--- config.mk ---
export PLATFORM = sky130hd
export DESIGN_NAME = xo_fx_unit_flat
export DESIGN_NICKNAME = d
export VERILOG_FILES = /design/src/rtl/xo_fx_unit_if.sv /design/src/rtl/xo_fx_unit.sv /design/src/flat_wrapper.sv
export SDC_FILE = /design/constraint.sdc
export NUM_CORES = 1
export LEC_CHECK = 0
export BUFFER_PORTS_ARGS = -buffer_cell sky130_fd_sc_hd__buf_4
export CAP_MARGIN = 20
export CELL_PAD_IN_SITES_DETAIL_PLACEMENT = 1
export CELL_PAD_IN_SITES_GLOBAL_PLACEMENT = 2
export CORE_ASPECT_RATIO = 2
export CORE_UTILIZATION = 35
export DETAILED_ROUTE_END_ITERATION = 16
export HOLD_SLACK_MARGIN = 0.1
export PLACE_DENSITY = 0.84
export SYNTH_ARGS = -nofsm -noshare
export SYNTH_HDL_FRONTEND = slang
export SYNTH_SLANG_ARGS = --single-unit
--- constraint.sdc ---
create_clock -name clock_i -period 5.1 [get_ports clock_i]
set_input_delay 0.255 -clock clock_i [delete_from_list [all_inputs] [get_ports clock_i]]
set_output_delay 0.255 -clock clock_i [all_outputs]
set_load 0.02 [all_outputs]
--- src/rtl/xo_fx_unit_if.sv ---
// xo_fx_unit_if: XO decode bundle, register-file read port and writeback bus of the fixed-point unit.
interface xo_fx_unit_if #(
    parameter int XoOpCodeWidth = 9,
    parameter int regWidth = 5,
    parameter int dataWidth = 64
);
    logic                     enable_i;
    logic [regWidth-1:0]      reg1_i, reg2_i, reg3_i;
    logic [XoOpCodeWidth-1:0] xOpCode_i;
    logic                     bit1_i, bit2_i;
    logic [2:0]               functionalUnitCode_i;
    logic [regWidth-1:0]      rfAddrA_o, rfAddrB_o;
    logic [dataWidth-1:0]     rfDataA_i, rfDataB_i;
    logic                     ca_i, so_i;
    logic                     stall_o;
    logic                     wbEnable_o;
    logic [regWidth-1:0]      wbReg_o;
    logic [dataWidth-1:0]     wbData_o;
    logic                     caWrite_o, ca_o, ovWrite_o, ov_o, crWrite_o;
    logic [3:0]               cr0_o;
    logic                     illegal_o;

    modport slave (
        input  enable_i, reg1_i, reg2_i, reg3_i, xOpCode_i, bit1_i, bit2_i, functionalUnitCode_i,
        input  rfDataA_i, rfDataB_i, ca_i, so_i,
        output rfAddrA_o, rfAddrB_o, stall_o, wbEnable_o, wbReg_o, wbData_o,
        output caWrite_o, ca_o, ovWrite_o, ov_o, crWrite_o, cr0_o, illegal_o
    );

    modport master (
        output enable_i, reg1_i, reg2_i, reg3_i, xOpCode_i, bit1_i, bit2_i, functionalUnitCode_i,
        output rfDataA_i, rfDataB_i, ca_i, so_i,
        input  rfAddrA_o, rfAddrB_o, stall_o, wbEnable_o, wbReg_o, wbData_o,
        input  caWrite_o, ca_o, ovWrite_o, ov_o, crWrite_o, cr0_o, illegal_o
    );
endinterface

--- src/rtl/xo_fx_unit.sv ---
// xo_fx_unit: XO-form fixed-point unit; single-cycle add/subtract family, 32-step iterative mullw/divwu/divw.
module xo_fx_unit #(
    parameter logic [2:0] FXUnitCode = 3'd0,
    parameter int XoOpCodeWidth = 9,
    parameter int regWidth = 5,
    parameter int dataWidth = 64
) (
    input logic clock_i,
    input logic resetn_i,
    xo_fx_unit_if.slave bus
);
    localparam logic [1:0] IDLE = 2'd0, MUL = 2'd1, DIV = 2'd2, DONE = 2'd3;
    localparam logic [XoOpCodeWidth-1:0] OP_ADD = 9'd266, OP_SUBF = 9'd40, OP_ADDC = 9'd10,
        OP_SUBFC = 9'd8, OP_ADDE = 9'd138, OP_SUBFE = 9'd136, OP_ADDME = 9'd234,
        OP_SUBFME = 9'd232, OP_ADDZE = 9'd202, OP_SUBFZE = 9'd200, OP_NEG = 9'd104,
        OP_MULLW = 9'd235, OP_DIVWU = 9'd459, OP_DIVW = 9'd491;

    logic [1:0]               state_q, state_d;
    logic [4:0]               cnt_q, cnt_d;
    logic [63:0]              p_q, p_d;
    logic [31:0]              m_q, m_d;
    logic                     sa_q, sa_d, sb_q, sb_d, oe_q, oe_d, rc_q, rc_d;
    logic [XoOpCodeWidth-1:0] op_q, op_d;
    logic [regWidth-1:0]      rt_q, rt_d, wb_reg_q, wb_reg_d;
    logic [dataWidth-1:0]     wb_data_q, wb_data_d;
    logic                     wb_en_q, wb_en_d, ca_wr_q, ca_wr_d, ca_q, ca_d, ill_q, ill_d;
    logic                     ov_wr_q, ov_wr_d, ov_q, ov_d, cr_wr_q, cr_wr_d;
    logic [3:0]               cr0_q, cr0_d;

    logic [XoOpCodeWidth-1:0] op;
    logic                     accept, inv, use_b, use_m1, cin, single, ca_wr, is_mul, is_div;
    logic [dataWidth-1:0]     a_in, b_in;
    logic [dataWidth:0]       sum;
    logic                     s_ov;

    assign op     = bus.xOpCode_i;
    assign accept = state_q == IDLE && bus.enable_i && bus.functionalUnitCode_i == FXUnitCode;
    assign inv    = op inside {OP_SUBF, OP_SUBFC, OP_SUBFE, OP_SUBFME, OP_SUBFZE, OP_NEG};
    assign use_b  = op inside {OP_ADD, OP_SUBF, OP_ADDC, OP_SUBFC, OP_ADDE, OP_SUBFE};
    assign use_m1 = op inside {OP_ADDME, OP_SUBFME};
    assign single = use_b || use_m1 || op inside {OP_ADDZE, OP_SUBFZE, OP_NEG};
    assign ca_wr  = single && !(op inside {OP_ADD, OP_SUBF, OP_NEG});
    assign is_mul = op == OP_MULLW;
    assign is_div = op == OP_DIVWU || op == OP_DIVW;
    assign cin    = op inside {OP_SUBF, OP_SUBFC, OP_NEG} ||
                    (bus.ca_i && op inside {OP_ADDE, OP_SUBFE, OP_ADDME, OP_SUBFME, OP_ADDZE, OP_SUBFZE});
    assign a_in   = inv ? ~bus.rfDataA_i : bus.rfDataA_i;
    assign b_in   = use_b ? bus.rfDataB_i : use_m1 ? '1 : '0;
    assign sum    = {1'b0, a_in} + {1'b0, b_in} + {{dataWidth{1'b0}}, cin};
    assign s_ov   = a_in[dataWidth-1] == b_in[dataWidth-1] && sum[dataWidth-1] != a_in[dataWidth-1];

    // Iterative ops work on 32-bit magnitudes; signs are kept aside for the DONE fix-up.
    logic        sa, sb;
    logic [31:0] a32, b32, ma, mb;
    assign a32 = bus.rfDataA_i[31:0];
    assign b32 = bus.rfDataB_i[31:0];
    assign sa  = op != OP_DIVWU && a32[31];
    assign sb  = op != OP_DIVWU && b32[31];
    assign ma  = sa ? -a32 : a32;
    assign mb  = sb ? -b32 : b32;

    // p_q is {accumulator/remainder, multiplier/quotient}; m_q holds multiplicand/divisor.
    logic [32:0] add33;
    logic [31:0] diff;
    logic        ge;
    logic [63:0] mul_nx, div_nx;
    assign add33  = {1'b0, p_q[63:32]} + (p_q[0] ? {1'b0, m_q} : 33'd0);
    assign mul_nx = {add33, p_q[31:1]};
    assign ge     = p_q[63:31] >= {1'b0, m_q};
    assign diff   = p_q[62:31] - m_q;
    assign div_nx = {ge ? diff : p_q[62:31], p_q[30:0], ge};

    logic        neg, div_bad, m_ov;
    logic [63:0] prod, m_res;
    logic [31:0] qs;
    assign neg     = sa_q ^ sb_q;
    assign prod    = neg ? -p_q : p_q;
    assign qs      = neg ? -p_q[31:0] : p_q[31:0];
    // Only 0x80000000 / -1 yields a positive signed quotient with bit 31 set.
    assign div_bad = m_q == 32'd0 || (op_q == OP_DIVW && !neg && p_q[31]);
    assign m_res   = op_q == OP_MULLW ? prod : div_bad ? 64'd0 :
                     op_q == OP_DIVW ? {{32{qs[31]}}, qs} : {32'd0, p_q[31:0]};
    assign m_ov    = op_q == OP_MULLW ? !(&prod[63:31] || !(|prod[63:31])) : div_bad;

    function automatic logic [3:0] cr_f(input logic [dataWidth-1:0] r, input logic so);
        return {r[dataWidth-1], !r[dataWidth-1] && |r, ~|r, so};
    endfunction

    always_comb begin
        state_d = state_q;
        cnt_d = cnt_q;
        p_d = p_q;
        m_d = m_q;
        sa_d = sa_q;
        sb_d = sb_q;
        op_d = op_q;
        rt_d = rt_q;
        oe_d = oe_q;
        rc_d = rc_q;
        wb_en_d = 1'b0;
        wb_reg_d = wb_reg_q;
        wb_data_d = wb_data_q;
        ca_wr_d = 1'b0;
        ca_d = 1'b0;
        ov_wr_d = 1'b0;
        ov_d = 1'b0;
        cr_wr_d = 1'b0;
        cr0_d = cr0_q;
        ill_d = 1'b0;
        if (accept && single) begin
            wb_en_d = 1'b1;
            wb_reg_d = bus.reg1_i;
            wb_data_d = sum[dataWidth-1:0];
            ca_wr_d = ca_wr;
            ca_d = ca_wr && sum[dataWidth];
            ov_wr_d = bus.bit1_i;
            ov_d = bus.bit1_i && s_ov;
            cr_wr_d = bus.bit2_i;
            cr0_d = cr_f(sum[dataWidth-1:0], bus.so_i | ov_d);
        end else if (accept && (is_mul || is_div)) begin
            state_d = is_mul ? MUL : DIV;
            cnt_d = '0;
            p_d = {32'd0, ma};
            m_d = mb;
            sa_d = sa;
            sb_d = sb;
            op_d = op;
            rt_d = bus.reg1_i;
            oe_d = bus.bit1_i;
            rc_d = bus.bit2_i;
        end else if (accept) begin
            ill_d = 1'b1;
        end else if (state_q == DONE) begin
            state_d = IDLE;
            wb_en_d = 1'b1;
            wb_reg_d = rt_q;
            wb_data_d = m_res;
            ov_wr_d = oe_q;
            ov_d = oe_q && m_ov;
            cr_wr_d = rc_q;
            cr0_d = cr_f(m_res, bus.so_i | ov_d);
        end else if (state_q != IDLE) begin
            p_d = state_q == MUL ? mul_nx : div_nx;
            cnt_d = cnt_q + 5'd1;
            state_d = cnt_q == 5'd31 ? DONE : state_q;
        end
    end

    always_ff @(posedge clock_i or negedge resetn_i) begin
        if (!resetn_i) begin
            state_q <= IDLE;
            cnt_q <= '0;
            p_q <= '0;
            m_q <= '0;
            sa_q <= 1'b0;
            sb_q <= 1'b0;
            op_q <= '0;
            rt_q <= '0;
            oe_q <= 1'b0;
            rc_q <= 1'b0;
            wb_en_q <= 1'b0;
            wb_reg_q <= '0;
            wb_data_q <= '0;
            ca_wr_q <= 1'b0;
            ca_q <= 1'b0;
            ov_wr_q <= 1'b0;
            ov_q <= 1'b0;
            cr_wr_q <= 1'b0;
            cr0_q <= '0;
            ill_q <= 1'b0;
        end else begin
            state_q <= state_d;
            cnt_q <= cnt_d;
            p_q <= p_d;
            m_q <= m_d;
            sa_q <= sa_d;
            sb_q <= sb_d;
            op_q <= op_d;
            rt_q <= rt_d;
            oe_q <= oe_d;
            rc_q <= rc_d;
            wb_en_q <= wb_en_d;
            wb_reg_q <= wb_reg_d;
            wb_data_q <= wb_data_d;
            ca_wr_q <= ca_wr_d;
            ca_q <= ca_d;
            ov_wr_q <= ov_wr_d;
            ov_q <= ov_d;
            cr_wr_q <= cr_wr_d;
            cr0_q <= cr0_d;
            ill_q <= ill_d;
        end
    end

    assign bus.rfAddrA_o  = bus.reg2_i;
    assign bus.rfAddrB_o  = bus.reg3_i;
    assign bus.stall_o    = state_q != IDLE;
    assign bus.wbEnable_o = wb_en_q;
    assign bus.wbReg_o    = wb_reg_q;
    assign bus.wbData_o   = wb_data_q;
    assign bus.caWrite_o  = ca_wr_q;
    assign bus.ca_o       = ca_q;
    assign bus.ovWrite_o  = ov_wr_q;
    assign bus.ov_o       = ov_q;
    assign bus.crWrite_o  = cr_wr_q;
    assign bus.cr0_o      = cr0_q;
    assign bus.illegal_o  = ill_q;
endmodule

--- src/flat_wrapper.sv ---
// flat-port wrapper written by rule: the top's interface ports become plain ports
module xo_fx_unit_flat 
#(
    parameter logic [2:0] FXUnitCode = 3'd0,
    parameter int XoOpCodeWidth = 9,
    parameter int regWidth = 5,
    parameter int dataWidth = 64
)
  (clock_i, resetn_i, bus_enable_i, bus_reg1_i, bus_reg2_i, bus_reg3_i, bus_xOpCode_i, bus_bit1_i, bus_bit2_i, bus_functionalUnitCode_i, bus_rfDataA_i, bus_rfDataB_i, bus_ca_i, bus_so_i, bus_rfAddrA_o, bus_rfAddrB_o, bus_stall_o, bus_wbEnable_o, bus_wbReg_o, bus_wbData_o, bus_caWrite_o, bus_ca_o, bus_ovWrite_o, bus_ov_o, bus_crWrite_o, bus_cr0_o, bus_illegal_o);
  xo_fx_unit_if #(.XoOpCodeWidth(XoOpCodeWidth), .regWidth(regWidth), .dataWidth(dataWidth)) bus_i ();
  input logic clock_i;
  input logic resetn_i;
  input wire logic [$bits(bus_i.enable_i)-1:0] bus_enable_i;
  input wire logic [$bits(bus_i.reg1_i)-1:0] bus_reg1_i;
  input wire logic [$bits(bus_i.reg2_i)-1:0] bus_reg2_i;
  input wire logic [$bits(bus_i.reg3_i)-1:0] bus_reg3_i;
  input wire logic [$bits(bus_i.xOpCode_i)-1:0] bus_xOpCode_i;
  input wire logic [$bits(bus_i.bit1_i)-1:0] bus_bit1_i;
  input wire logic [$bits(bus_i.bit2_i)-1:0] bus_bit2_i;
  input wire logic [$bits(bus_i.functionalUnitCode_i)-1:0] bus_functionalUnitCode_i;
  input wire logic [$bits(bus_i.rfDataA_i)-1:0] bus_rfDataA_i;
  input wire logic [$bits(bus_i.rfDataB_i)-1:0] bus_rfDataB_i;
  input wire logic [$bits(bus_i.ca_i)-1:0] bus_ca_i;
  input wire logic [$bits(bus_i.so_i)-1:0] bus_so_i;
  output wire logic [$bits(bus_i.rfAddrA_o)-1:0] bus_rfAddrA_o;
  output wire logic [$bits(bus_i.rfAddrB_o)-1:0] bus_rfAddrB_o;
  output wire logic [$bits(bus_i.stall_o)-1:0] bus_stall_o;
  output wire logic [$bits(bus_i.wbEnable_o)-1:0] bus_wbEnable_o;
  output wire logic [$bits(bus_i.wbReg_o)-1:0] bus_wbReg_o;
  output wire logic [$bits(bus_i.wbData_o)-1:0] bus_wbData_o;
  output wire logic [$bits(bus_i.caWrite_o)-1:0] bus_caWrite_o;
  output wire logic [$bits(bus_i.ca_o)-1:0] bus_ca_o;
  output wire logic [$bits(bus_i.ovWrite_o)-1:0] bus_ovWrite_o;
  output wire logic [$bits(bus_i.ov_o)-1:0] bus_ov_o;
  output wire logic [$bits(bus_i.crWrite_o)-1:0] bus_crWrite_o;
  output wire logic [$bits(bus_i.cr0_o)-1:0] bus_cr0_o;
  output wire logic [$bits(bus_i.illegal_o)-1:0] bus_illegal_o;
  assign bus_i.enable_i = bus_enable_i;
  assign bus_i.reg1_i = bus_reg1_i;
  assign bus_i.reg2_i = bus_reg2_i;
  assign bus_i.reg3_i = bus_reg3_i;
  assign bus_i.xOpCode_i = bus_xOpCode_i;
  assign bus_i.bit1_i = bus_bit1_i;
  assign bus_i.bit2_i = bus_bit2_i;
  assign bus_i.functionalUnitCode_i = bus_functionalUnitCode_i;
  assign bus_i.rfDataA_i = bus_rfDataA_i;
  assign bus_i.rfDataB_i = bus_rfDataB_i;
  assign bus_i.ca_i = bus_ca_i;
  assign bus_i.so_i = bus_so_i;
  assign bus_rfAddrA_o = bus_i.rfAddrA_o;
  assign bus_rfAddrB_o = bus_i.rfAddrB_o;
  assign bus_stall_o = bus_i.stall_o;
  assign bus_wbEnable_o = bus_i.wbEnable_o;
  assign bus_wbReg_o = bus_i.wbReg_o;
  assign bus_wbData_o = bus_i.wbData_o;
  assign bus_caWrite_o = bus_i.caWrite_o;
  assign bus_ca_o = bus_i.ca_o;
  assign bus_ovWrite_o = bus_i.ovWrite_o;
  assign bus_ov_o = bus_i.ov_o;
  assign bus_crWrite_o = bus_i.crWrite_o;
  assign bus_cr0_o = bus_i.cr0_o;
  assign bus_illegal_o = bus_i.illegal_o;
  xo_fx_unit #(.FXUnitCode(FXUnitCode), .XoOpCodeWidth(XoOpCodeWidth), .regWidth(regWidth), .dataWidth(dataWidth)) u_core (.clock_i(clock_i), .resetn_i(resetn_i), .bus(bus_i));
endmodule
==> results of run 1 <==
-- cell families (layout without fill, tap and decap cells) --
| family | after synthesis | after routing | synth area share, % |
|---|---|---|---|
| AND/OR/NAND/NOR | 1005 | 1005 | 22.2 |
| XOR/XNOR | 259 | 259 | 10.2 |
| flip-flops | 200 | 200 | 22.5 |
| multiplexers | 31 | 31 | 1.46 |
| adder cells (fa/ha/maj) | 136 | 136 | 7.77 |
| buffers and inverters | 277 | 886 | 4.92 |
| other | 0 | 4 | 0 |
| AO/OA/AOI/OAI | 1050 | 1050 | 31.0 |
-- flip-flops by register name (all words and copies together), names as in the netlist, 2 cells and up --
register and cells:
u_core.p_q 64, u_core.bus.wbData_o 63, u_core.m_q 32, u_core.op_q 9
u_core.bus.wbReg_o 5, u_core.cnt_q 5, u_core.rt_q 5, u_core.bus.cr0_o 4
u_core.state_q 2
-- worst reg2reg max path: stages (launching register included) --
cell,delay (ns)
sky130_fd_sc_hd__dfrtp_1,0.55
sky130_fd_sc_hd__and2_1,0.24
sky130_fd_sc_hd__ha_1,0.26
sky130_fd_sc_hd__fa_1,0.43
sky130_fd_sc_hd__a21o_1,0.20
sky130_fd_sc_hd__a21o_1,0.22
sky130_fd_sc_hd__a21oi_1,0.28
sky130_fd_sc_hd__o21ai_0,0.25
sky130_fd_sc_hd__a31o_2,0.36
sky130_fd_sc_hd__a31oi_1,0.38
sky130_fd_sc_hd__o41ai_2,0.21
sky130_fd_sc_hd__a31oi_1,0.55
sky130_fd_sc_hd__o31ai_1,0.18
sky130_fd_sc_hd__a2111oi_0,0.46
sky130_fd_sc_hd__nor3_1,0.10
-- layout make-up --
class | instances | area (µm²)
Antenna cell | 4 | 10.0
Clock inverter | 15 | 194
Sequential cell | 200 | 5000
Clock buffer | 17 | 425
Timing Repair Buffer | 763 | 6040
Tap cell | 792 | 991
Multi-Input combinational cell | 2481 | 16700
Fill cell | 7741 | 33100
Inverter | 91 | 342
-- cells in the final DEF (no fill, tap or decap), types with 25 or more instances in the layout --
cell type	n
sky130_fd_sc_hd__a21o_1	149
sky130_fd_sc_hd__a21oi_1	220
sky130_fd_sc_hd__a22oi_1	50
sky130_fd_sc_hd__a31oi_1	43
sky130_fd_sc_hd__buf_4	728
sky130_fd_sc_hd__dfrtp_1	200
sky130_fd_sc_hd__ha_1	131
sky130_fd_sc_hd__inv_1	88
sky130_fd_sc_hd__mux2i_1	28
sky130_fd_sc_hd__nand2_1	301
sky130_fd_sc_hd__nand2b_1	31
sky130_fd_sc_hd__nand3_1	59
sky130_fd_sc_hd__nand4_1	49
sky130_fd_sc_hd__nor2_1	236
sky130_fd_sc_hd__nor2b_1	25
sky130_fd_sc_hd__nor3_1	73
sky130_fd_sc_hd__nor4_1	40
sky130_fd_sc_hd__o211ai_1	47
sky130_fd_sc_hd__o21ai_0	228
sky130_fd_sc_hd__o31ai_1	32
sky130_fd_sc_hd__or3_1	26
sky130_fd_sc_hd__xnor2_1	100
sky130_fd_sc_hd__xor2_1	149
-- how the worst max path moves through the flow --
stage                          end  slack, ns
2_1_floorplan  u_core.bus.cr0_o[2]       0.03
3_3_place_gp   u_core.bus.cr0_o[2]      -1.12
3_5_place_dp   u_core.bus.cr0_o[2]      -1.07
4_1_cts        u_core.bus.cr0_o[2]     -0.002
5_1_grt        u_core.bus.cr0_o[2]      -0.09
6_report       u_core.bus.cr0_o[2]       0.04
-- repair_timing --
action,in CTS,in global routing
hold buffers,11,0
pin swaps,2,32
gates resized for setup,22,65
hold endpoints to repair,111,0
cloned,0,2
buffers inserted,2,17
endpoints found under the setup margin,6,7
-- power by group --
group / internal (mW) / switching (mW) / total, mW
sequential: 1.62 / 0.0716 / 1.69
combinational: 0.571 / 0.809 / 1.38
clock: 0.674 / 0.825 / 1.50
-- stage by stage --
stage	instance area [µm²]	hold WS (ns)	setup slack (ns)	power, mW
floorplan	22300	-0.0406	0.0327	2.28
global placement	28300	0.378	-1.12	3.00
detailed placement	28300	0.380	-1.07	3.03
CTS	29100	0.106	-0.00199	4.53
global route	29700	0.132	-0.0898	4.69
finish	29700	0.117	0.0416	4.57
-- layer usage --
metal	vias up	GRT usage (%)	wire [µm]
li1	12100	-	-
met1	13500	34.0	40600
met2	1008	76.1	69800
met3	600	6.93	5360
met4	0	48.8	18300
met5	-	0.0741	0
==> implementation parameters, run 1 <==
Parameter                              Value

Floorplan
  Count of boundary I/O pins ... 253
  Die boundary height ... 359 µm
  Row cnt ... 130
  Die Area ... 64700 µm²
  Die X ... 180 µm
  Starting utilization of the core area ... 35.5%
  Core outline area ... 62800 µm²

Detailed routing
  Routed Wire Length ... 134 mm
  Number of violations reported at the end of detailed-routing iteration 0 ... ~1.8k
  Number of detailed-routing iterations run before antenna repair ... 5
  DRC viols ... 0
  Vias ... 27.3k
  Post-DR wirelength/cell ... between 30 and 40 µm
  Routed vias/inst ... 6.25
  Number of nets with antenna violations after detailed routing ... 0

Clock tree
  Cell chosen for the clock root ... sky130_fd_sc_hd__clkbuf_16
  CTS sink cnt ... 200
  Reg clk slew, reported paths ... ~0.090 ns
  TritonCTS clock tree ... yes
  Clock Path Buffers ... 2
  Number of buffers created by CTS ... 17
  Source-to-sink clock delay at the later pin of the worst-skew pair ... 0.51 ns
  H-Tree Depth ... 4

Cells and area
  Finished Core Util ... 47.3%
  Area overhead of the layout relative to synthesis ... 33.3%
  Number of non-filler instances in the completed layout ... roughly 4.4k
  Final Net Count ... 3852
  Share of final-layout standard cells stronger than drive strength 1 ... 25.3%

STA
  Upper clock frequency limit ... 198 MHz
  Number of hold violations in the final report ... 0
  Fin Setup TNS ... 0 ns
  Worst Skew ... approximately 0.025 ns
  Slew of the pin with the lowest slew margin ... 1.02 ns
  Slew Limit Headroom ... roughly a third
  Unrepaired setup endpoints after global routing ... yes
  Time the final worst path needs with I/O delays and setup ... 5.06 ns
  Fin crit share ... 99.2%
  Final setup violating endpoints ... 0
  Final number of max-transition violations ... 0

Placement
  GPL Wtd Cong ... 1.06
  Post-placement cell count ... 4294
  Count of port buffers added during placement ... 232
  HPWL after DPL ... 111 mm

Critical path
  Critical path's top delay family ... simple AND/OR/NAND/NOR gates
  Reg-to-Reg Start ... u_core.p_q[0]
  Slowest cell on crit path ... sky130_fd_sc_hd__or3_4
  Reg2Reg Depth ... 14
  Critical path data required time ... 5.49 ns
  Critical Path AT ... 5.45 ns
  Worst-case register-to-register setup slack ... 0.33 ns
  Number of cells on the critical path ... 27
  Timing startpoint of the critical path ... bus_xOpCode_i[8]
  Cell repeated most along the worst path ... sky130_fd_sc_hd__buf_4
  Worst Path Buf+Inv ... 10
  Critical path capture point type ... flop
  CP Class ... input port to flop
  Startpoint Class ... input port
  Largest incremental delay on the critical path ... just under 0.4 ns
  Capture instance of the worst register-to-register path ... u_core.p_q[63]
  Crit-path max FO ... 8

Min path
  Worst min-delay path category ... input port to flop
  Cells on Worst Hold Path ... 3
  Hold Crit Start ... bus_rfDataB_i[7]
  Hold Path Sink ... u_core.m_q[7]

Power
  Peak supply drop ... 0.000195 V
  Cell area power density ... 154 nW/µm²
  Reported leakage power ... 14.2 nW

Yosys
  Fraction of synthesized cell area taken by the top area cell type ... 22.5%
  List of most frequent post-synthesis cells ... 303 x sky130_fd_sc_hd__nand2_1, 244 x sky130_fd_sc_hd__nor2_1, 240 x sky130_fd_sc_hd__o21ai_0
  Largest cells by area after synthesis ... sky130_fd_sc_hd__dfrtp_1 22%, sky130_fd_sc_hd__ha_1 7.4%, sky130_fd_sc_hd__xor2_1 6.0%, sky130_fd_sc_hd__o21ai_0 5.4%, sky130_fd_sc_hd__nand2_1 5.1%
  Portion of the post-synthesis area used by sequential elements ... 22.5%
  Syn Std Cell Area ... 22300 µm²
  Post-synth EDFFs ... 0
  Most instantiated library cell after synthesis ... sky130_fd_sc_hd__nand2_1
  Cell count after synthesis ... 2958
  Count of synthesis-stage warnings from yosys ... 0
  Share of flip-flops with an asynchronous set or reset after synthesis ... 100%
  Synth Net Count ... 3256
  Per-instance average area after synthesis ... around 7.5 µm²
  Distinct cell type count of the synthesized netlist ... 92
  Synthesized flop and latch total ... 200
  Cell taking the most area after synthesis ... sky130_fd_sc_hd__dfrtp_1
  Main flop type after synthesis ... sky130_fd_sc_hd__dfrtp_1

Global routing
  Vias in the first global route ... 29.3k
  Largest net degree at the start of global routing ... 134
  Antenna violations before repair ... 4
  Total global routing overflow ... 0
  Wire length of the first global-routing pass ... 192 mm
  Total global routing track utilization ... between 40% and 50%

Status
  Status ... finished clean

Run
  Maximum Capacitance Violations ... 0
(Power assumes the default switching activity.)
==> run 2: changes to the inputs <==
PLACE_DENSITY = 0.86   (was 0.84)
==> implementation parameters, run 2 (same netlist as run 1, synthesis figures left out) <==
Parameter                              Value

Clock tree
  CTS sink cnt ... 200 (unchanged)
  Number of buffers created by CTS ... 17 (unchanged)
  Clock Path Buffers ... 2 (unchanged)
  TritonCTS clock tree ... yes
  Reg clk slew, reported paths ... 0.08 ns (about the same)
  Cell chosen for the clock root ... sky130_fd_sc_hd__clkbuf_16
  Source-to-sink clock delay at the later pin of the worst-skew pair ... 0.51 ns (about the same)
  H-Tree Depth ... 4 (unchanged)

Cells and area
  Share of final-layout standard cells stronger than drive strength 1 ... 25.3% (+0.054 points)
  Flip-flop count of the largest register after layout ... 64 (unchanged)
  Area overhead of the layout relative to synthesis ... 33.3% (about the same)
  Number of diodes ... 0 (-4)
  Register ranked first by flip-flop count ... u_core.p_q
  Commonest cells after routing, fill and taps aside ... 746 x sky130_fd_sc_hd__buf_4, 302 x sky130_fd_sc_hd__nand2_1, 237 x sky130_fd_sc_hd__nor2_1
  Most frequent standard cell in the layout excluding fill and tap cells ... sky130_fd_sc_hd__buf_4
  Final Net Count ... 3872 (+0.52%)
  Finished Core Util ... 47.3% (about the same)

Detailed routing
  DRC viols ... 0 (unchanged)
  Number of nets with antenna violations after detailed routing ... 0 (unchanged)
  Routed vias/inst ... 6.21 (-0.67%)
  Vias ... 27.2k (-0.31%)
  Number of detailed-routing iterations run before antenna repair ... 5 (unchanged)
  Routed Wire Length ... 135 mm (+0.80%)
  Number of violations reported at the end of detailed-routing iteration 0 ... 1586 (-13%)
  Post-DR wirelength/cell ... 30.9 µm (+0.43%)

STA
  Final setup violating endpoints ... 0 (unchanged)
  Slew of the pin with the lowest slew margin ... 0.964 ns (-0.0596 ns)
  Upper clock frequency limit ... 202 MHz (+2.4%)
  Time the final worst path needs with I/O delays and setup ... 4.94 ns (-0.117 ns)
  Slew Limit Headroom ... 35.8% (+4.4 points)
  Fin crit share ... 96.9% (-2.3 points)
  Number of hold violations in the final report ... 0 (unchanged)
  Final number of max-transition violations ... 0 (unchanged)
  Worst-case hold slack ... 0.111 ns (-0.00592 ns)
  Worst Skew ... 0.0188 ns (-0.00637 ns)

Floorplan
  Die X ... 180 µm (unchanged)
  Row cnt ... 130 (unchanged)
  Core outline area ... 62800 µm² (unchanged)
  Starting utilization of the core area ... 35.5% (unchanged)
  Die boundary height ... 359 µm (unchanged)
  Die Area ... 64700 µm² (unchanged)
  Count of boundary I/O pins ... 253 (unchanged)

Global routing
  Vias in the first global route ... 29.4k (+0.19%)
  Antenna violations before repair ... 1 (-3)
  Total global routing track utilization ... 41.4% (+0.46 points)
  Total global routing overflow ... 0 (unchanged)
  Largest net degree at the start of global routing ... 102 (-24%)
  Wire length of the first global-routing pass ... 194 mm (+0.78%)

Placement
  GPL Wtd Cong ... 1.10 (+3.4%)
  Count of port buffers added during placement ... 232 (unchanged)
  HPWL after DPL ... 113 mm (+1.8%)

Power
  Overall power ... 4.57 mW (-0.11%)
  Peak supply drop ... 0.000297 V (+53%)
  Reported leakage power ... 14.3 nW (+0.54%)
  Cell area power density ... 154 nW/µm² (-0.13%)

Run
  Maximum Capacitance Violations ... 0 (unchanged)

Critical path
  Critical path capture point type ... flop
  Reg2Reg Depth ... 15 (+1)
  Critical path data required time ... 5.49 ns (about the same)
  Critical Path AT ... 5.34 ns (-0.11 ns)
  Worst-case register-to-register setup slack ... 0.26 ns (-0.07 ns)
  Startpoint Class ... input port
  CP Class ... input port to flop
  Crit-path max FO ... 11 (+3)

Min path
  Cells on Worst Hold Path ... 3 (unchanged)
  Worst min-delay path category ... input port to flop

Status
  Status ... finished clean
## run 2: worst paths after layout
path,from,endpoint
min in group asynchronous,resetn_i,u_core.p_q[60]
worst max register to register,u_core.p_q[32],u_core.p_q[63]
worst min-delay path,bus_rfDataB_i[12],u_core.m_q[12]
max in group asynchronous,resetn_i,u_core.m_q[11]
worst max-delay path,bus_xOpCode_i[8],u_core.bus.cr0_o[2]
worst min register to register,u_core.op_q[0],u_core.op_q[0]
## run 2: where the power goes
part,total (mW),switching [mW],internal (mW)
clock network,1.47,0.809,0.664
logic,1.40,0.818,0.580
registers,1.69,0.0737,1.62
## run 2: repair_timing
item                                    in CTS  in global routing
pin swaps                                    0                 27
hold buffers                                13                  0
endpoints found under the setup margin       3                  3
cloned                                       0                  1
resized for setup                           10                 55
hold endpoints to repair                   117                  0
buffers inserted                             0                  8
## run 2: final cells by class
type	instances	area, µm²
sequential	200	5000
clock inverter	15	176
fill	7841	33100
tap	792	991
multi-input combinational	2481	16600
clock buffer	17	425
timing repair buffer	783	6180
inverter	91	342
## run 2: critical path: stages
cell and delay [ns]:
sky130_fd_sc_hd__buf_4 0.12, sky130_fd_sc_hd__nor2_1 0.10, sky130_fd_sc_hd__nand2_1 0.09, sky130_fd_sc_hd__or3_4 0.38, sky130_fd_sc_hd__buf_4 0.18, sky130_fd_sc_hd__a311oi_4 0.30, sky130_fd_sc_hd__buf_6 0.17, sky130_fd_sc_hd__buf_12 0.15
sky130_fd_sc_hd__buf_12 0.15, sky130_fd_sc_hd__xor2_1 0.08, sky130_fd_sc_hd__ha_1 0.33, sky130_fd_sc_hd__buf_4 0.14, sky130_fd_sc_hd__buf_4 0.10, sky130_fd_sc_hd__nand4_1 0.13, sky130_fd_sc_hd__or3_1 0.39, sky130_fd_sc_hd__nor4_1 0.35
sky130_fd_sc_hd__buf_4 0.19, sky130_fd_sc_hd__o21ai_0 0.10, sky130_fd_sc_hd__a21oi_1 0.47, sky130_fd_sc_hd__xor2_1 0.16, sky130_fd_sc_hd__or3_1 0.36, sky130_fd_sc_hd__nor4_2 0.26, sky130_fd_sc_hd__nand4_1 0.17, sky130_fd_sc_hd__a21bo_1 0.22
## run 2: metrics by stage
step	worst slack (ns)	setup TNS, ns	cells	instance area [µm²]
floorplan	0.0327	0	2958	22300
global placement	-0.924	-3.65	4324	28500
detailed placement	-0.828	-3.78	4324	28500
CTS	0.000483	0	4369	29300
global route	-0.0506	-0.0619	4379	29700
finish	0.158	0	4379	29700
## run 2: routing by layer
metal | up-vias | wire length (µm) | track usage (%)
li1 | 12200 | - | -
met5 | - | 0 | 0
met2 | 970 | 69600 | 76.5
met4 | 0 | 19800 | 52.2
met1 | 13500 | 40700 | 34.6
met3 | 538 | 5130 | 5.60
==> run 3: changes to the inputs <==
CORE_MARGIN = 3   (was default)
==> implementation parameters, run 3 (same netlist as run 1, synthesis figures left out) <==
Parameter                              Value

Status
  Status ... finished clean

Critical path
  Critical path capture point type ... flop
  Startpoint Class ... input port
  Crit-path max FO ... 14 (+3)
  Reg-to-Reg Start ... u_core.p_q[0]
  Capture instance of the worst register-to-register path ... u_core.p_q[62]
  Worst-case register-to-register setup slack ... 0.16 ns (-0.10 ns)
  Reg2Reg Depth ... 14 (-1)
  CP Class ... input port to flop
  Critical path data required time ... 5.49 ns (about the same)
  Critical Path AT ... 5.33 ns (about the same)

Min path
  Hold Crit Start ... bus_rfDataB_i[26]
  Worst min-delay path category ... input port to flop
  Cells on Worst Hold Path ... 3 (unchanged)
  Hold Path Sink ... u_core.m_q[26]

Placement
  Count of port buffers added during placement ... 232 (unchanged)
  GPL Wtd Cong ... 1.10 (+0.26%)
  HPWL after DPL ... 111 mm (-1.7%)

STA
  Fin Setup TNS ... 0 ns (unchanged)
  Final number of max-transition violations ... 0 (unchanged)
  Slew Limit Headroom ... 20.8% (-15 points)
  Number of hold violations in the final report ... 0 (unchanged)
  Fin crit share ... 96.9% (about the same)
  Upper clock frequency limit ... 202 MHz (about the same)
  Final setup violating endpoints ... 0 (unchanged)
  Time the final worst path needs with I/O delays and setup ... 4.94 ns (-0.00103 ns)
  Slew of the pin with the lowest slew margin ... 1.18 ns (+0.216 ns)
  Worst Skew ... 0.0222 ns (+0.00338 ns)

Detailed routing
  Number of violations reported at the end of detailed-routing iteration 0 ... 1682 (+6.1%)
  Number of nets with antenna violations after detailed routing ... 0 (unchanged)
  DRC viols ... 0 (unchanged)
  Post-DR wirelength/cell ... 31.1 µm (+0.87%)
  Routed Wire Length ... 136 mm (+0.27%)
  Number of detailed-routing iterations run before antenna repair ... 6 (+1)
  Routed vias/inst ... 6.34 (+2.1%)
  Vias ... 27.6k (+1.5%)

Power
  Share of total power in sequential cells ... 37.0% (about the same)
  Peak supply drop ... 0.000172 V (-42%)
  Fraction of power consumed by combinational cells ... 29.7% (-0.9 points)
  Sw power ... 1.68 mW (-1.5%)
  Clock network power share ... 33.4% (+1.1 points)
  Sw Share ... 36.6% (-0.67 points)
  Internal power ... 2.91 mW (+1.4%)
  Reported leakage power ... 14.2 nW (-1.1%)
  Cell area power density ... 156 nW/µm² (+1.2%)

Run
  Maximum Capacitance Violations ... 0 (unchanged)

Floorplan
  Core outline area ... 62900 µm² (+0.26%)
  Count of boundary I/O pins ... 253 (unchanged)
  Die boundary height ... 363 µm (+1.1%)
  Die X ... 184 µm (+2.2%)
  Die Area ... 66900 µm² (+3.4%)
  Starting utilization of the core area ... 35.4% (-0.092 points)
  Row cnt ... 130 (unchanged)

Cells and area
  Most frequent standard cell in the layout excluding fill and tap cells ... sky130_fd_sc_hd__buf_4
  Register ranked first by flip-flop count ... u_core.p_q
  Flip-flop count of the largest register after layout ... 64 (unchanged)
  Commonest cells after routing, fill and taps aside ... 726 x sky130_fd_sc_hd__buf_4, 302 x sky130_fd_sc_hd__nand2_1, 236 x sky130_fd_sc_hd__nor2_1
  Final Net Count ... 3845 (-0.70%)
  Finished Core Util ... 46.8% (-0.51 points)
  Area overhead of the layout relative to synthesis ... 32.2%
  Share of final-layout standard cells stronger than drive strength 1 ... 25.0% (-0.31 points)

Global routing
  Vias in the first global route ... 29.9k (+1.6%)
  Total global routing overflow ... 0 (unchanged)
  Wire length of the first global-routing pass ... 194 mm (about the same)
  Largest net degree at the start of global routing ... 114 (+12%)
  Total global routing track utilization ... 39.7% (-1.7 points)
  Antenna violations before repair ... 4 (+3)

Clock tree
  Source-to-sink clock delay at the later pin of the worst-skew pair ... 0.50 ns (about the same)
  Clock Path Buffers ... 2 (unchanged)
  H-Tree Depth ... 4 (unchanged)
  Number of buffers created by CTS ... 17 (unchanged)
  Reg clk slew, reported paths ... 0.09 ns (about the same)
  TritonCTS clock tree ... yes
  CTS sink cnt ... 200 (unchanged)
  Cell chosen for the clock root ... sky130_fd_sc_hd__clkbuf_16
[run 3: through the flow]
| step | total power, mW | hold slack [ns] | instance area, µm² | cells | setup WS, ns |
|---|---|---|---|---|---|
| floorplan | 2.28 | -0.0406 | 22300 | 2958 | 0.0327 |
| global placement | 2.98 | 0.358 | 28300 | 4298 | -0.412 |
| detailed placement | 3.01 | 0.365 | 28300 | 4298 | -0.523 |
| CTS | 4.54 | 0.101 | 29000 | 4343 | 0.0623 |
| global route | 4.72 | 0.115 | 29400 | 4352 | -0.0374 |
| finish | 4.58 | 0.126 | 29500 | 4353 | 0.159 |
[run 3: cell type report]
type	instances	area [µm²]
inverters	91	345
clock inverters	14	189
well taps	792	991
fillers	7788	33500
repair buffers	756	5910
clock buffers	18	439
flip-flops and latches	200	5000
diodes	1	2.50
multi-input cells	2481	16600
[run 3: power by group through the flow]
stage,combinational (mW),clock [mW],sequential [mW]
2_1_floorplan,0.579,0,1.70
3_3_place_gp,1.27,0,1.72
3_5_place_dp,1.29,0,1.72
4_1_cts,1.31,1.54,1.69
5_1_grt,1.43,1.59,1.69
6_report,1.36,1.53,1.69
[run 3: worst max-delay path by stage]
| stage | startpoint | to | slack [ns] |
|---|---|---|---|
| final | bus_xOpCode_i[8] | u_core.bus.cr0_o[2] | 0.16 |
| after global routing | bus_xOpCode_i[8] | u_core.bus.cr0_o[2] | -0.04 |
| after CTS | bus_xOpCode_i[8] | u_core.bus.cr0_o[2] | 0.06 |
| after detailed placement | bus_xOpCode_i[8] | u_core.bus.cr0_o[1] | -0.52 |
| after global placement | bus_xOpCode_i[8] | u_core.bus.cr0_o[1] | -0.41 |
| after floorplan | bus_xOpCode_i[8] | u_core.bus.cr0_o[2] | 0.03 |
[run 3: layer usage]
layer / global-route usage, % / share of wire [%] / vias up
met5: 0 / 0.025 / -
met2: 70.9 / 51 / 1242
met4: 45.7 / 15 / 6
li1: - / - / 12100
met3: 9.19 / 5.7 / 720
met1: 32.7 / 29 / 13500
[run 3: what timing repair did]
action	in CTS	in global routing
pin swaps	0	23
hold buffers	13	0
buffers inserted	0	8
resized for setup	1	68
endpoints found under the hold margin	107	0
setup endpoints to repair	1	7
[run 3: worst max-delay path, cell delays in order]
cell,delay (ns)
sky130_fd_sc_hd__buf_4,0.11
sky130_fd_sc_hd__nor2_1,0.13
sky130_fd_sc_hd__nand2_1,0.10
sky130_fd_sc_hd__or3_4,0.39
sky130_fd_sc_hd__buf_4,0.18
sky130_fd_sc_hd__a311oi_4,0.36
sky130_fd_sc_hd__buf_12,0.18
sky130_fd_sc_hd__buf_12,0.10
sky130_fd_sc_hd__buf_12,0.16
sky130_fd_sc_hd__buf_4,0.18
sky130_fd_sc_hd__xor2_1,0.17
sky130_fd_sc_hd__ha_1,0.32
sky130_fd_sc_hd__a21oi_2,0.19
sky130_fd_sc_hd__buf_4,0.16
sky130_fd_sc_hd__o21ai_0,0.18
sky130_fd_sc_hd__a21o_1,0.24
sky130_fd_sc_hd__buf_4,0.16
sky130_fd_sc_hd__nor2_2,0.14
sky130_fd_sc_hd__o211ai_1,0.17
sky130_fd_sc_hd__a31oi_2,0.27
sky130_fd_sc_hd__xnor2_2,0.12
sky130_fd_sc_hd__or3_1,0.38
sky130_fd_sc_hd__nor4_2,0.22
sky130_fd_sc_hd__buf_4,0.15
sky130_fd_sc_hd__nand4_1,0.11
sky130_fd_sc_hd__a21bo_1,0.18
